**src/rtl/e1_rx_bd_sched.sv**
```systemverilog
// E1 RX buffer-descriptor scheduler: ring-fed BD-In submits, BD-Out completion drain, release tracking.
// Optional macro E1_RX_BD_SCHED_SEQCHK_EN builds the completion sequence comparator.
module e1_rx_bd_sched #(
  parameter int MFW = 7
) (
  input  logic           clk,
  input  logic           rst,
  input  logic           ctrl_run,
  input  logic           ctrl_flush,
  input  logic           rel_stb,
  input  logic           cnt_clr,
  output logic [MFW-1:0] bri_data,
  output logic           bri_wren,
  input  logic           bri_full,
  input  logic [MFW+1:0] bro_data,
  output logic           bro_rden,
  input  logic           bro_empty,
  output logic           cmp_valid,
  output logic [MFW-1:0] cmp_mf,
  output logic [1:0]     cmp_crc_e,
  input  logic           cmp_ack,
  output logic [1:0]     st_state,
  output logic [MFW:0]   st_inflight,
  output logic           st_seq_err,
  output logic [15:0]    crc_err_cnt,
  output logic           irq
);

  // state | meaning
  // IDLE  | no submits or pops, pointers held
  // RUN   | submit from ring and pop completions
  // DRAIN | pop only until done_ptr catches sub_ptr (or flush)
  typedef enum logic [1:0] {
    S_IDLE  = 2'b00,
    S_RUN   = 2'b01,
    S_DRAIN = 2'b10
  } state_t;

  localparam logic [MFW:0] RING = {1'b1, {MFW{1'b0}}};
  localparam logic [MFW:0] ONE  = {{MFW{1'b0}}, 1'b1};

  state_t       state, state_nxt;
  logic [MFW:0] sub_ptr, done_ptr, rel_ptr, done_nxt;
  logic         submit, pop, flush, seq_clr;
  logic         rel_ok, rel_bad, seq_mis;
  logic [1:0]   zeros;
  logic [16:0]  crc_sum;
  logic [15:0]  crc_cnt;
  logic         seq_err;

  always_ff @(posedge clk or posedge rst) begin
    if (rst) state <= S_IDLE;
    else     state <= state_nxt;
  end

  always_comb begin
    state_nxt = state;
    submit    = 1'b0;
    pop       = 1'b0;
    flush     = 1'b0;
    seq_clr   = 1'b0;
    // One pop per two cycles; the register may be refilled in the cycle it is acked.
    if (state != S_IDLE)
      pop = !bro_empty && !bro_rden && (!cmp_valid || cmp_ack);
    case (state)
      S_IDLE: begin
        if (ctrl_run) begin
          state_nxt = S_RUN;
          seq_clr   = 1'b1;
        end
      end
      S_RUN: begin
        submit = !bri_full && !bri_wren && ((sub_ptr - rel_ptr) < RING);
        if (!ctrl_run) state_nxt = S_DRAIN;
      end
      S_DRAIN: begin
        if (ctrl_flush) begin
          flush     = 1'b1;
          state_nxt = S_IDLE;
        end else if (ctrl_run) begin
          state_nxt = S_RUN;
        end else if (done_ptr == sub_ptr) begin
          state_nxt = S_IDLE;
        end
      end
      default: state_nxt = S_IDLE;
    endcase
  end

  assign rel_ok   = rel_stb && (rel_ptr != done_ptr);
  assign rel_bad  = rel_stb && (rel_ptr == done_ptr);
  assign done_nxt = done_ptr + {{MFW{1'b0}}, pop};
  assign zeros    = {1'b0, ~bro_data[MFW+1]} + {1'b0, ~bro_data[MFW]};
  assign crc_sum  = {1'b0, crc_cnt} + {15'd0, zeros};

`ifdef E1_RX_BD_SCHED_SEQCHK_EN
  assign seq_mis = pop && (bro_data[MFW-1:0] != done_ptr[MFW-1:0]);
`else
  assign seq_mis = 1'b0;
`endif

  // Flush abandons everything in flight, including a completion popped on the same edge.
  always_ff @(posedge clk or posedge rst) begin
    if (rst) begin
      sub_ptr  <= '0;
      done_ptr <= '0;
      rel_ptr  <= '0;
    end else begin
      done_ptr <= done_nxt;
      if (rel_ok) rel_ptr <= rel_ptr + ONE;
      if (flush)       sub_ptr <= done_nxt;
      else if (submit) sub_ptr <= sub_ptr + ONE;
    end
  end

  always_ff @(posedge clk or posedge rst) begin
    if (rst) begin
      bri_wren <= 1'b0;
      bri_data <= '0;
      bro_rden <= 1'b0;
    end else begin
      bri_wren <= submit;
      bro_rden <= pop;
      if (submit) bri_data <= sub_ptr[MFW-1:0];
    end
  end

  always_ff @(posedge clk or posedge rst) begin
    if (rst) begin
      cmp_valid <= 1'b0;
      cmp_mf    <= '0;
      cmp_crc_e <= 2'b00;
    end else if (pop) begin
      cmp_valid <= 1'b1;
      cmp_mf    <= bro_data[MFW-1:0];
      cmp_crc_e <= bro_data[MFW+1:MFW];
    end else if (cmp_ack) begin
      cmp_valid <= 1'b0;
    end
  end

  // A new error event wins over the clear on run start so it is never lost.
  always_ff @(posedge clk or posedge rst) begin
    if (rst)                     seq_err <= 1'b0;
    else if (seq_mis || rel_bad) seq_err <= 1'b1;
    else if (seq_clr)            seq_err <= 1'b0;
  end

  always_ff @(posedge clk or posedge rst) begin
    if (rst)
      crc_cnt <= 16'h0000;
    else if (cnt_clr)
      crc_cnt <= 16'h0000;
    else if (pop && (zeros != 2'd0))
      crc_cnt <= crc_sum[16] ? 16'hFFFF : crc_sum[15:0];
  end

  assign st_state    = state;
  assign st_inflight = sub_ptr - done_ptr;
  assign st_seq_err  = seq_err;
  assign crc_err_cnt = crc_cnt;
  assign irq         = cmp_valid | seq_err;

endmodule

```
**config.mk**
```make
export PLATFORM = sky130hd
export DESIGN_NAME = e1_rx_bd_sched
export DESIGN_NICKNAME = d
export VERILOG_FILES = /design/src/rtl/e1_rx_bd_sched.sv
export SDC_FILE = /design/constraint.sdc
export NUM_CORES = 1
export LEC_CHECK = 0
export BUFFER_PORTS_ARGS = -buffer_cell sky130_fd_sc_hd__buf_2
export CORE_UTILIZATION = 50
export CTS_CLUSTER_SIZE = 8
export DETAILED_ROUTE_END_ITERATION = 6
export HOLD_SLACK_MARGIN = 0.15
export PLACE_DENSITY = 0.73
export SLEW_MARGIN = 25
export SYNTH_ARGS = -nofsm -noshare
export SYNTH_HDL_FRONTEND = slang
export SYNTH_SLANG_ARGS = --single-unit
```
**constraint.sdc**
```tcl
create_clock -name clk -period 2.95 [get_ports clk]
set_clock_uncertainty 0.05 [all_clocks]
set_input_delay 0.1475 -clock clk [delete_from_list [all_inputs] [get_ports clk]]
set_output_delay 0.1475 -clock clk [all_outputs]
set_load 0.01 [all_outputs]
```
Word-level counts from Yosys, hierarchy flattened
Index checks and enable logic that the tools add are counted.
- reduce and logical (&&, ||, !) cells: 21
- bitwise gates (word level): 3
- muxes and demuxes: 21
- equality and inequality tests: 8
- magnitude comparators: 1
- add/subtract/negate cells: 7
- operators by type and width (kind ; count):
    2-to-1 mux 16 bit ; 3
    adder 16 x 2 -> 17 bit ; 1
    adder 8 x 1 -> 8 bit (second input constant) ; 2
    == test 8 bit ; 2
    2-to-1 mux 8 bit ; 2
    subtractor 8 bit ; 2
    nonzero test 2 bit ; 6
    2-to-1 mux 1 bit ; 10
    2-to-1 mux 2 bit ; 5
    adder 8 x 1 -> 8 bit ; 1
    < comparator 8 bit (second input constant) ; 1
    inequality test 8 bit ; 1
    logical AND 1 bit ; 7
    one-hot mux 2 bit (3 select lines) ; 1
    zero test 1 bit ; 5
    inequality test 2 bit (second input constant) ; 2
    inequality test 4 bit (second input constant) ; 1
    AND reduction 3 bit ; 1
    adder 1 x 1 -> 2 bit ; 1
    == test 2 x 1 -> 1 bit (second input constant) ; 1
    == test 2 bit (second input constant) ; 1
    zero test 2 bit ; 1
    NOT 1 bit ; 2
    logical OR 1 bit ; 1
    bitwise OR 1 bit ; 1
- input port bits: 18
- logic and storage cells: 73
- register bits: 62
- output and inout port bits: 47

Longest topological paths before layout
- depth after elaboration: 7
- depth in mapped cells: 12
- mapped depth without buffers: 11

Worst setup path before layout
No wires, ideal clock.
- path kind: input to register
- start point: input bro_data[7]
- end point: register crc_cnt[9], in the netlist crc_err_cnt[9]
- buffers on the path: 1
- setup slack: 0.489 ns
- library setup time: 0.099 ns
- stages: 12
- arrival time: 2.312 ns
- cell sequence: inv_1 > ha_1 > ha_1 > inv_1 > fa_1 > and3b_1 > nand3_1 > or4_4 > buf_6 > nand2_1 > a21oi_1 > a311oi_1
- word-level cells in the longest chain between the ends: 6
- elaborated cells on any way between the ends: 9
- classes of those cells: add/sub (2); mux (3); bitwise (1); reduce/logical (3)
- RTL lines (what ; RTL line ; source):
    from (decl) ; 15 ; input logic [MFW+1:0] bro_data,
    NOT 1 bit * ; 93 ; assign zeros = {1'b0, ~bro_data[MFW+1]} + {1'b0, ~bro_data[MFW]};
    adder 1 x 1 -> 2 bit * ; 93 ;
    adder 16 x 2 -> 17 bit ; 94 ; assign crc_sum = {1'b0, crc_cnt} + {15'd0, zeros};
    2-to-1 mux 16 bit ; 155 ; crc_cnt <= crc_sum[16] ? 16'hFFFF : crc_sum[15:0];
    2-to-1 mux 16 bit ; 154 ; else if (pop && (zeros != 2'd0))
    2-to-1 mux 16 bit ; 152 ; else if (cnt_clr)
    to (signal assigned) ; 155 ;
    to (decl) ; 48 ; logic [15:0] crc_cnt;
Mark *: on every way between the ends. The rest lies on a longest branch, timed or not. The select of a mux whose other input is x is not followed.
A chain may end at the register's enable or synchronous reset.

Worst setup path after layout
- start point: register sub_ptr[0]
- end point: output st_inflight[6]
- word-level cells in the longest chain between the ends: 1
- RTL lines (what ; RTL line ; source):
    from (decl) ; 43 ; logic [MFW:0] sub_ptr, done_ptr, rel_ptr, done_nxt;
    from (signal assigned) ; 111 ; if (flush) sub_ptr <= done_nxt;
    from (signal assigned) ; 112 ; else if (submit) sub_ptr <= sub_ptr + ONE;
    subtractor 8 bit ; 159 ; assign st_inflight = sub_ptr - done_ptr;
    to (decl) ; 23 ; output logic [MFW:0] st_inflight,
No other way between the ends.

==> results.cfg <==
[run_status]
status = finished, final reports clean

[synthesis]
synthFlopType = dfrtp_1
yosysWarnings = 0
syn_area_sq_mm = 0.00360
synth.distinct_cells = 48
synth_nets = 431
async_flop_share_pct = 100
synth_seq_cells = 62
ys_seq_area_share_pct = 43.1
synth_edf_count = 0
syn_inst = 390
syn_area_per_cell_sq_um = 9.23

[power]
finalPower_mw = 3.71
irDropWorstVdd_mv = 0.370
powerDensity_mw_per_mm2 = 843
cellLeakagePower_nw = 2.16

[placed_design]
pre_cts_slack_ns = 0.140
io_buffers = 64
hpwlAfterDp_mm = 5.78
gp_congestion = 0.823
placed_area_sq_mm = 0.00403

[sta]
tightest_slew_ns = 0.779
setup_viol = 0
fmax_mhz = 371
finalMaxSlewViolations = 0
fin_crit_ns = 2.69
grt_setup_unrepaired = false
final.period_utilization_pct = 91.3
hold_viol_final = 0
setup_ws_ns = 0.257
relSlewSlack_pct = 48.0
tns_ns = 0

[setup_path]
rrSetupSlack_ns = 0.28
ff2ff_path_depth = 9
startpoint_type = register
r2r-start = crc_err_cnt[0]
end_kind = output port
cp.arrival_ns = 2.50
reg2reg_to = crc_err_cnt[11]
path_class = register to output port
crit_required_ns = 2.75
critPathMaxFanout = 6
cp_slowest_cell = dfrtp_1
crit_chain = inv_1, ha_1, inv_1, fa_1, a21o_1, a21oi_1, o21bai_1, a21oi_1, xnor2_1, buf_2
max_stage_delay_ns = 0.46

[floorplan]
io_pins = 65
chipWidth_microns = 86.8
dieArea_sq_mm = 0.00754
start_util_pct = 52.4
dieHeight_microns = 86.8
core_area_sq_mm = 0.00687
rows = 30

[detailed_routing]
routedWlPerCell_microns = 14.5
drc = 0
via_per_inst = 5.28
antenna_left = 0
dr_total_vias = 3043
drt_iter0_markers = 166
firstDrtPassIters = 4
finalWirelength_mm = 8.36

[layout]
design_area_sq_mm = 0.00440
mostFrequentLayoutCell = buf_2
nets = 516
syn_to_final_growth_pct = 22.4
drive_above_1_share_pct = 20.6
fin_util_pct = 64.1
layout_common_cells = buf_2 (64), dfrtp_1 (62), nand2_1 (61)
antennaDiodeCount = 0

[cts]
htree_levels = 3
clk_latency_ns = 0.35
cts_buffers = 9
cts-root-buf = clkbuf_8
hold_buffers = 16
clockBufferDepth = 2
cts_setup_buffers = 0
cts.repair.resized = 0
clock-sinks = 62
tritoncts = yes
clk_pin_slew_ns = 0.07

[grt]
gr-usage-all-layers_pct = 24.0
overflow = 0
antenna_found_initial = 0
grt_pass1_wl_mm = 13.9
grt_max_degree = 63
first_global_vias = 2984

[flow_run]
cap_violations = 0

[hold_path]
whs_endpoint = sub_ptr[7]
hold_path_depth = 5
hold_start = bri_full
hold_class = primary input to register
cells by family (layout without fill, tap and decap cells):
kind of cell / count (synthesis) / in the layout / synth area share, %
compound gates: 53 / 53 / 10.0
fa+ha+maj: 23 / 23 / 8.41
flops: 62 / 62 / 43.1
mux: 9 / 9 / 2.92
buf+inv: 40 / 130 / 4.45
xor+xnor: 31 / 31 / 7.55
simple gates: 172 / 172 / 23.5
worst max-delay path: cells and delay by family (launching register included):
kind	cells	cell delay (ns)
flops	1	0.46
fa+ha+maj	2	0.56
compound gates	4	0.65
buf+inv	3	0.33
xor+xnor	1	0.14
sequential cells by signal (all words and copies together) (netlist names), 2 cells and up:
signal,flops
crc_err_cnt,16
cmp_mf,7
rel_ptr,8
sub_ptr,8
bri_data,7
cmp_crc_e,2
done_ptr,8
st_state,2
layout make-up:
cell class                 count  area (sq um)
sequential                    62          1550
multi-input combinational    288          1890
tap                           96           120
inverter                      28           105
clock inverter                 4          70.1
timing repair buffer          86           526
clock buffer                  12           145
fill                         598          2460
cell usage after synthesis (all sizes together) (5+ instances only):
cell | n | area share [%]
a211oi | 7 | 1.5
a21oi | 14 | 1.9
a311oi | 5 | 1.2
and3 | 8 | 1.5
clkbuf | 8 | 0.83
dfrtp | 62 | 43
ha | 21 | 7.3
inv | 26 | 2.7
mux2i | 7 | 2.3
nand2 | 62 | 6.5
nand3 | 24 | 3.3
nand4 | 6 | 1.0
nor2 | 27 | 2.8
nor3 | 15 | 2.1
nor4 | 5 | 0.87
o21ai | 11 | 1.5
or3 | 5 | 0.87
xnor2 | 16 | 3.9
xor2 | 15 | 3.7
where the power goes:
group          switching [mW]  internal, mW  leakage [nW]  total (mW)
Clock                   0.338         0.497         0.110       0.835
Combinational           0.858         0.724          1.27        1.58
Sequential              0.237          1.06         0.786        1.30
per-layer routing:
layer	global-route usage, %	part of all wire [%]	vias to the layer above
met5	0	0	-
met3	4.00	4.8	6
met4	10.2	0.86	0
met2	40.1	49	66
met1	31.0	46	1457
li1	-	-	1514
metrics by stage:
step / std cells / hold WS [ns]
finish: 576 / 0.179
global route: 576 / 0.214
CTS: 576 / 0.167
detailed placement: 544 / 0.292
global placement: 544 / 0.287
floorplan: 390 / 0.161
worst max path at each step:
stage | end | slack (ns) | start
finish | st_inflight[6] | 0.26 | sub_ptr[0]
CTS | st_inflight[6] | 0.26 | sub_ptr[0]
floorplan | crc_err_cnt[9] | 0.49 | bro_data[7]
global route | crc_err_cnt[11] | 0.10 | crc_err_cnt[0]
global placement | crc_err_cnt[11] | 0.22 | bro_data[7]
detailed placement | crc_err_cnt[11] | 0.14 | bro_data[8]
Power figures use the tool's default switching activity.
